$ cat src/rtl/ecg_layer_scheduler.sv
// Layer sequencer for the shared ECG CNN engine: launches each layer in turn, then
// reduces the streamed final-layer scores to an argmax class, guarded by a watchdog.
module ecg_layer_scheduler #(
  parameter int NUM_LAYERS = 5,
  parameter int NUM_CLASS  = 5,
  parameter int SCORE_W    = 16,
  parameter int TIMEOUT    = 50000
) (
  input  logic               clk,
  input  logic               rst_n,
  input  logic               start_i,
  output logic               busy_o,
  output logic [2:0]         layer_idx_o,
  output logic               eng_start_o,
  input  logic               eng_done_i,
  input  logic               score_valid_i,
  input  logic [SCORE_W-1:0] score_data_i,
  output logic [2:0]         class_o,
  output logic               class_valid_o,
  output logic               err_o
);

  localparam logic [2:0]  LAST_LAYER = 3'(NUM_LAYERS - 1);
  localparam logic [2:0]  LAST_CLASS = 3'(NUM_CLASS - 1);
  localparam logic [15:0] WD_LIMIT   = 16'(TIMEOUT - 1);

  typedef enum logic [2:0] {
    IDLE   = 3'd0,
    LAUNCH = 3'd1,
    WAIT   = 3'd2,
    ARGMAX = 3'd3,
    OUT    = 3'd4
  } state_e;

  state_e                    state_q, state_d;
  logic [2:0]                layer_q, layer_d;
  logic [2:0]                cnt_q, cnt_d;
  logic [2:0]                best_idx_q, best_idx_d;
  logic signed [SCORE_W-1:0] best_q, best_d;
  logic [2:0]                class_q, class_d;
  logic                      err_q, err_d;
  logic [15:0]               wd_q, wd_d;
  logic                      score_take;
  logic                      wd_expired;

  // Strictly-greater keeps the lower index on ties; the first score always wins.
  assign score_take = (cnt_q == 3'd0) || ($signed(score_data_i) > best_q);
  assign wd_expired = (wd_q == WD_LIMIT);

  always_ff @(posedge clk or negedge rst_n) begin
    if (!rst_n) begin
      state_q    <= IDLE;
      layer_q    <= 3'd0;
      cnt_q      <= 3'd0;
      best_idx_q <= 3'd0;
      best_q     <= '0;
      class_q    <= 3'd0;
      err_q      <= 1'b0;
      wd_q       <= 16'd0;
    end else begin
      state_q    <= state_d;
      layer_q    <= layer_d;
      cnt_q      <= cnt_d;
      best_idx_q <= best_idx_d;
      best_q     <= best_d;
      class_q    <= class_d;
      err_q      <= err_d;
      wd_q       <= wd_d;
    end
  end

  always_comb begin
    state_d    = state_q;
    layer_d    = layer_q;
    cnt_d      = cnt_q;
    best_idx_d = best_idx_q;
    best_d     = best_q;
    class_d    = class_q;
    err_d      = err_q;
    wd_d       = wd_q;
    unique case (state_q)
      IDLE: begin
        if (start_i) begin
          layer_d = 3'd0;
          err_d   = 1'b0;
          wd_d    = 16'd0;
          state_d = LAUNCH;
        end
      end
      LAUNCH: begin
        wd_d    = 16'd0;
        state_d = WAIT;
      end
      WAIT: begin
        if (eng_done_i) begin
          wd_d = 16'd0;
          if (layer_q == LAST_LAYER) begin
            cnt_d      = 3'd0;
            best_d     = '0;
            best_idx_d = 3'd0;
            state_d    = ARGMAX;
          end else begin
            layer_d = layer_q + 3'd1;
            state_d = LAUNCH;
          end
        end else if (wd_expired) begin
          err_d   = 1'b1;
          state_d = IDLE;
        end else begin
          wd_d = wd_q + 16'd1;
        end
      end
      ARGMAX: begin
        if (score_valid_i) begin
          wd_d = 16'd0;
          if (score_take) begin
            best_d     = $signed(score_data_i);
            best_idx_d = cnt_q;
          end
          // The final score must be folded in directly; best_idx_q lags by one.
          if (cnt_q == LAST_CLASS) begin
            class_d = score_take ? cnt_q : best_idx_q;
            state_d = OUT;
          end else begin
            cnt_d = cnt_q + 3'd1;
          end
        end else if (wd_expired) begin
          err_d   = 1'b1;
          state_d = IDLE;
        end else begin
          wd_d = wd_q + 16'd1;
        end
      end
      OUT: begin
        state_d = IDLE;
      end
      default: begin
        state_d = IDLE;
      end
    endcase
  end

  assign busy_o        = (state_q != IDLE);
  assign eng_start_o   = (state_q == LAUNCH);
  assign class_valid_o = (state_q == OUT);
  assign layer_idx_o   = layer_q;
  assign class_o       = class_q;
  assign err_o         = err_q;

endmodule

$ cat config.mk
export PLATFORM = sky130hd
export DESIGN_NAME = ecg_layer_scheduler
export DESIGN_NICKNAME = d
export VERILOG_FILES = /design/src/rtl/ecg_layer_scheduler.sv
export SDC_FILE = /design/constraint.sdc
export NUM_CORES = 1
export LEC_CHECK = 0
export ABC_CLOCK_PERIOD_IN_PS = 7300
export CORE_ASPECT_RATIO = 1.75
export CORE_MARGIN = 4
export CORE_UTILIZATION = 44
export CTS_BUF_LIST = sky130_fd_sc_hd__clkbuf_4
export CTS_CLUSTER_DIAMETER = 60
export DETAILED_ROUTE_END_ITERATION = 10
export PLACE_DENSITY = 0.75
export SLEW_MARGIN = 20
export SYNTH_ARGS = -nofsm -noshare
export SYNTH_HDL_FRONTEND = slang
export SYNTH_SLANG_ARGS = --single-unit
export TNS_END_PERCENT = 10
$ cat constraint.sdc
create_clock -name clk -period 7.3 [get_ports clk]
set_input_delay 2.19 -clock clk [delete_from_list [all_inputs] [get_ports clk]]
set_output_delay 2.19 -clock clk [all_outputs]
set_load 0.1 [all_outputs]
==> results.json, run 1 <==
{
  "run_status": "finished clean",
  "cp_startpoint": "score_data_i[3]",
  "cts_tree": "yes",
  "viasPerCell": 5.42,
  "period_share_pct": 67.1,
  "grt_setup_unrepaired": "false",
  "worstPathBufferInverterCount": 1,
  "place_congestion": 0.797,
  "cp_max_fo": 18,
  "worst_setup_hold_path_clk_slew_ns": 0.15,
  "postSynthAreaPerCell_um2": 9.77,
  "via_count": 2104,
  "drt-wirelength-per-cell_um": 14.6,
  "number_of_routed_nets_with_antenna_violations": 0,
  "startpoint_of_the_tightest_hold_check_path": "best_q[2]",
  "worst_vdd_drop_mv": 0.198,
  "end_kind": "register",
  "worstReg2RegStart": "best_q[3]",
  "fmaxAchievable_ghz": 0.204,
  "diode_insertion_count_for_antenna_repair": 0,
  "slowest_delay_ns": 0.65,
  "cts-htree-levels": 2,
  "worstPathCellList": "clkdlybuf4s50_1 -> ha_1 -> a21o_1 -> a221oi_1 -> a21boi_0 -> nor4_1 -> or3_1 -> a31o_1 -> a22o_2",
  "post_cts_hold_buffer_count": 0,
  "cts_buffer_depth": 2,
  "final_core_utilization_pct": 52.3,
  "placement_rows": 37,
  "globalRouteTotalUtil_pct": 16.5,
  "r2r_slack_ns": 4.25,
  "yosysSeqAreaShare_pct": 44.1,
  "start_util_pct": 45.7,
  "transition_at_the_pin_with_the_smallest_max_transition_slack_ns": 0.982,
  "cts_post_setup_buffers_inserted": 0,
  "ios": 31,
  "cp.arrival_ns": 5.21,
  "mappedNetlistArea_um2": 2730,
  "die-area_um2": 7570,
  "slew_headroom_pct": 34.4,
  "first_pass_grt_wire_length_um": 9900,
  "finalCriticalPeriod_ns": 4.90,
  "largest_net_degree_at_the_start_of_global_routing": 49,
  "via_count_of_the_first_global_routing_pass": 2264,
  "total_half_perimeter_wirelength_after_legalization_and_detailed_placement_um": 4180,
  "drt-total-wl_um": 5650,
  "layout-drive-gt1-share_pct": 7.74,
  "power_leakage_nw": 1.41,
  "first_pass_iters": 5,
  "timing.hold.worst.class": "reg -> reg",
  "worst_clock_skew_ns": 0.0168,
  "synth.net_count": 321,
  "clock_insertion_delay_worst_skew_ns": 0.36,
  "final-setup-viol-count": 0,
  "timing_max_transition_violations_final": 0,
  "grt_antenna_before_repair": 0,
  "required_ns": 7.61,
  "postSynth.asyncResetShare_pct": 100,
  "global_route.overflow_total": 0,
  "dieWidth_um": 67.5,
  "area.growth.synth_to_final_pct": 14.6,
  "io_buffer_count": 30,
  "die_height_um": 112,
  "path_delay_family": "compound AO/OA/AOI/OAI gates",
  "finalHoldViolations": 0,
  "initialDrtViolationCount": 83,
  "crit_type": "in -> reg",
  "core_area_um2": 5970,
  "synth.distinct_cells": 51,
  "ys_seq_elements": 48,
  "synth-warning-count": 0,
  "power_density_nw_per_um2": 307,
  "tns_ns": 0,
  "final_nets": 351,
  "root_buffer": "sky130_fd_sc_hd__clkbuf_4",
  "crit_path_top_delay_cell": "sky130_fd_sc_hd__a31o_1",
  "postSynthCellCount": 279,
  "cts-buffers-inserted": 5,
  "detail_route.drc_violations": 0,
  "synth_flop_cell": "sky130_fd_sc_hd__dfrtp_1",
  "worst_setup_sp_type": "input pin",
  "tritoncts_num_sinks": 48,
  "max_cap_viols": 0,
  "post_cts_resize_count": 0,
  "synth_edf_count": 0
}
-- registers in the layout, summed over array words and instances (netlist names) --
name,count
best_idx_q,3
best_q,16
class_o,3
cnt_q,3
err_o,1
layer_idx_o,3
state_q,3
wd_q,16
-- worst paths after layout --
check,end,cells past startpoint
worst max-delay path,best_idx_q[0],9
max in group asynchronous,wd_q[5],1
worst max register to register,best_idx_q[0],9
worst min-delay path,best_q[2],1
worst min register to register,best_q[2],1
min in group asynchronous,best_q[12],1
-- cells in the mapped netlist, types with 2 or more instances --
cell type                  number  area share (%)
sky130_fd_sc_hd__a32oi_1        2            0.64
sky130_fd_sc_hd__a22o_1        10             3.2
sky130_fd_sc_hd__buf_6          2            0.83
sky130_fd_sc_hd__nor2b_1        4            0.92
sky130_fd_sc_hd__nand2_1       24             3.3
sky130_fd_sc_hd__mux2i_1        4             1.5
sky130_fd_sc_hd__nand3_1        7             1.3
sky130_fd_sc_hd__nor4_1         2            0.46
sky130_fd_sc_hd__and4_1         2            0.64
sky130_fd_sc_hd__nor4_2         2            0.92
sky130_fd_sc_hd__or3_1          3            0.69
sky130_fd_sc_hd__dfrtp_1       48              44
sky130_fd_sc_hd__and3_1         2            0.46
sky130_fd_sc_hd__inv_1         29             4.0
sky130_fd_sc_hd__a21oi_1       11             2.0
sky130_fd_sc_hd__ha_1          21             9.6
sky130_fd_sc_hd__nor3_1         5            0.92
sky130_fd_sc_hd__a31oi_1        2            0.46
sky130_fd_sc_hd__a21o_1         2            0.55
sky130_fd_sc_hd__o21ai_0        9             1.7
sky130_fd_sc_hd__nand2b_1       4            0.92
sky130_fd_sc_hd__clkbuf_1       4            0.55
sky130_fd_sc_hd__xnor2_1        5             1.6
sky130_fd_sc_hd__nor2_1        29             4.0
sky130_fd_sc_hd__nand4_1        6             1.4
sky130_fd_sc_hd__xor2_1         8             2.6
sky130_fd_sc_hd__a22o_2         8             2.9
-- per-layer routing --
metal	vias up	GRT usage (%)	routed length, µm
met5	-	0	0
met1	1020	17.8	2160
met3	7	2.80	199
li1	1044	-	-
met2	33	30.6	3220
met4	0	6.10	74
-- cell type report --
cell class | count | area, µm²
multi-input cells | 194 | 1360
clock inverters | 3 | 18.8
repair buffers | 31 | 305
inverters | 29 | 109
well taps | 78 | 97.6
fillers | 536 | 2850
flip-flops and latches | 48 | 1200
clock buffers | 5 | 37.5
-- where the power goes --
group	internal (mW)	switching, mW
Combinational	0.174	0.278
Sequential	0.329	0.0559
Clock	0.0372	0.0865
Total	0.541	0.420
-- stage by stage --
step / cell area, µm² / worst slack (ns) / hold slack, ns / total power, mW / std cells
after floorplan: 2730 / 2.22 / 0.466 / 0.743 / 279
after global placement: 3070 / 2.06 / 0.482 / 0.831 / 380
after detailed placement: 3070 / 2.01 / 0.481 / 0.845 / 380
after CTS: 3120 / 2.39 / 0.522 / 0.972 / 388
after global routing: 3130 / 2.10 / 0.541 / 1.04 / 388
final: 3130 / 2.40 / 0.520 / 0.961 / 388
-- cell families (layout without fill, tap and decap cells) --
kind of cell	Yosys count	in the layout	synth area share, %
simple gates	98	98	18.5
compound gates	58	58	16.0
flops	48	48	44.1
buf+inv	37	68	6.20
fa+ha+maj	21	21	9.64
xor+xnor	13	13	4.18
mux	4	4	1.47
-- layout by cell type, fill, tap and decap left out, drive strengths merged, types with 3 or more instances in the layout --
master and count:
dfrtp 48, inv 29, nor2 29, clkdlybuf4s50 29, nand2 24, ha 21
a22o 18, a21oi 13, o21ai 10, xor2 8, nand3 7, nand4 6
nor3 5, xnor2 5, clkbuf 5, nand2b 4, nor2b 4, mux2i 4
nor4 4, or3 3, clkinv 3
Note: power is estimated with default switching activity, not from simulation.
==> run 2, diff against run 1 <==
--- a/config.mk
+++ b/config.mk
@@ -5,7 +5,7 @@
 export SDC_FILE = /design/constraint.sdc
 export NUM_CORES = 1
 export LEC_CHECK = 0
-export ABC_CLOCK_PERIOD_IN_PS = 7300
+export ABC_CLOCK_PERIOD_IN_PS = 5150
 export CORE_ASPECT_RATIO = 1.75
 export CORE_MARGIN = 4
 export CORE_UTILIZATION = 44
==> constraint.sdc (replaced) <==
create_clock -name clk -period 5.15 [get_ports clk]
set_input_delay 1.545 -clock clk [delete_from_list [all_inputs] [get_ports clk]]
set_output_delay 1.545 -clock clk [all_outputs]
set_load 0.1 [all_outputs]
==> run 2 against run 1 <==
Effect of this change: count of clock-buffer cells in the layout unchanged; sequential power increased by 42%; register-to-register slack got worse by 2.1 ns; setup slack got worse by 1.5 ns; final area hardly changed; largest power group unchanged; sequential share of layout area is essentially flat; critical path depth stayed put; hold slack better by 0.0016 ns; clock skew is 0.0012 ns higher; non-clock buffer count is the same; via count increased by 0.67%; global-route usage decreased by 0.25 points.
==> results.json, run 2 (same netlist as run 1, synthesis figures left out) <==
{
  "run_status": "finished clean",
  "required_ns": 5.47,
  "worst_vdd_drop_mv": 0.291,
  "most_common_cell_after_layout_fill_and_taps_aside": "sky130_fd_sc_hd__dfrtp_1",
  "power_leakage_nw": 1.41,
  "first_pass_iters": 4,
  "clock_insertion_delay_worst_skew_ns": 0.37,
  "finalCriticalPeriod_ns": 4.24,
  "cp_max_fo": 18,
  "final_area_um2": 3120,
  "timing.rr.end": "best_q[13]",
  "final_critical_path_setup_slack_ns": 0.913,
  "crit_cells": 9,
  "cts_post_setup_buffers_inserted": 0,
  "drt-wirelength-per-cell_um": 14.4,
  "tritoncts_num_sinks": 48,
  "globalRouteTotalUtil_pct": 16.3,
  "reg.largest.list": "best_q: 16 flops, wd_q: 16 flops",
  "initialDrtViolationCount": 95,
  "worst_clock_skew_ns": 0.0179,
  "total_half_perimeter_wirelength_after_legalization_and_detailed_placement_um": 4110,
  "slowest_delay_ns": 0.65,
  "ios": 31,
  "tns_ns": 0,
  "final_nets": 351,
  "detail_route.drc_violations": 0,
  "cp.arrival_ns": 4.56,
  "via_count_of_the_first_global_routing_pass": 2265,
  "die_height_um": 112,
  "path_delay_family": "compound AO/OA/AOI/OAI gates",
  "worstReg2RegStart": "best_q[3]",
  "design_power_total_mw": 1.37,
  "layout-drive-gt1-share_pct": 7.42,
  "crit_path_top_delay_cell": "sky130_fd_sc_hd__a31o_1",
  "viasPerCell": 5.46,
  "start_util_pct": 45.7,
  "diode_insertion_count_for_antenna_repair": 0,
  "transition_at_the_pin_with_the_smallest_max_transition_slack_ns": 0.977,
  "cts_buffer_depth": 2,
  "min_delay_endpoint": "best_q[13]",
  "placement.cell_area_um2": 3070,
  "global_route.overflow_total": 0,
  "post_cts_hold_buffer_count": 0,
  "grt_setup_unrepaired": "false",
  "first_pass_grt_wire_length_um": 9800,
  "drt-total-wl_um": 5570,
  "max_cap_viols": 0,
  "period_share_pct": 82.3,
  "place_congestion": 0.796,
  "root_buffer": "sky130_fd_sc_hd__clkbuf_4",
  "finalHoldViolations": 0,
  "die-area_um2": 7570,
  "most-common-layout-cells": "sky130_fd_sc_hd__dfrtp_1 (48), sky130_fd_sc_hd__inv_1 (29), sky130_fd_sc_hd__nor2_1 (29), sky130_fd_sc_hd__clkdlybuf4s50_1 (29), sky130_fd_sc_hd__nand2_1 (24)",
  "cts_tree": "yes",
  "r2r_slack_ns": 2.11,
  "worst_setup_hold_path_clk_slew_ns": 0.14,
  "end_kind": "register",
  "cts-buffers-inserted": 5,
  "cts-htree-levels": 2,
  "fmaxAchievable_ghz": 0.236,
  "grt_antenna_before_repair": 0,
  "core_area_um2": 5970,
  "number_of_routed_nets_with_antenna_violations": 0,
  "worst_setup_sp_type": "input pin",
  "post_cts_resize_count": 0,
  "timing.hold.worst.class": "reg -> reg",
  "worstPathBufferInverterCount": 1,
  "worstPathCellList": "clkdlybuf4s50_1 -> ha_1 -> and4_1 -> a221oi_1 -> a21boi_0 -> nor4_1 -> or3_1 -> a31o_1 -> a22o_2",
  "via_count": 2118,
  "slew_headroom_pct": 34.6,
  "crit_type": "in -> reg",
  "power_density_nw_per_um2": 438,
  "startpoint_of_the_tightest_hold_check_path": "best_q[13]",
  "timing_max_transition_violations_final": 0,
  "dieWidth_um": 67.5,
  "io_buffer_count": 30,
  "area.growth.synth_to_final_pct": 14.6,
  "final-setup-viol-count": 0,
  "placement_rows": 37,
  "largest_net_degree_at_the_start_of_global_routing": 49,
  "dp_slack_ns": 0.495,
  "whs_path_depth": 1,
  "reg2reg_path_depth": 9,
  "final_core_utilization_pct": 52.3
}
-- run 2: cell types whose count changed in the layout (fill, tap and decap cells not counted) --
cell                       change
sky130_fd_sc_hd__clkinv_4      -1
sky130_fd_sc_hd__clkinv_1      +1
sky130_fd_sc_hd__inv_6         +1
sky130_fd_sc_hd__clkinv_2      -1
-- run 2: layout make-up --
| cell class | count | area [µm²] |
|---|---|---|
| fillers | 524 | 2850 |
| multi-input cells | 194 | 1360 |
| repair buffers | 31 | 305 |
| clock buffers | 5 | 37.5 |
| inverters | 29 | 109 |
| clock inverters | 3 | 17.5 |
| flip-flops and latches | 48 | 1200 |
| well taps | 78 | 97.6 |
-- run 2: power by group --
group	internal (mW)	switching, mW
combinational	0.247	0.394
sequential	0.467	0.0803
clock	0.0530	0.126
-- run 2: per-stage QoR --
step,hold WS [ns],instances
3_3_place_gp,0.482,380
4_1_cts,0.524,388
3_5_place_dp,0.483,380
2_1_floorplan,0.466,279
5_1_grt,0.536,388
6_report,0.522,388
-- run 2: worst max-delay path by stage --
stage	from	slack [ns]	end
floorplan	state_q[0]	0.72	eng_start_o
global placement	score_data_i[3]	0.56	best_q[2]
detailed placement	score_data_i[3]	0.49	best_q[8]
CTS	score_data_i[7]	0.90	best_q[9]
global route	score_data_i[6]	0.68	best_idx_q[0]
finish	score_data_i[7]	0.91	best_q[13]
-- run 2: layer usage --
metal	track usage (%)	part of all wire (%)
met5	0	0
met2	31.1	56
met4	5.01	1.6
met3	3.30	3.9
met1	16.8	38
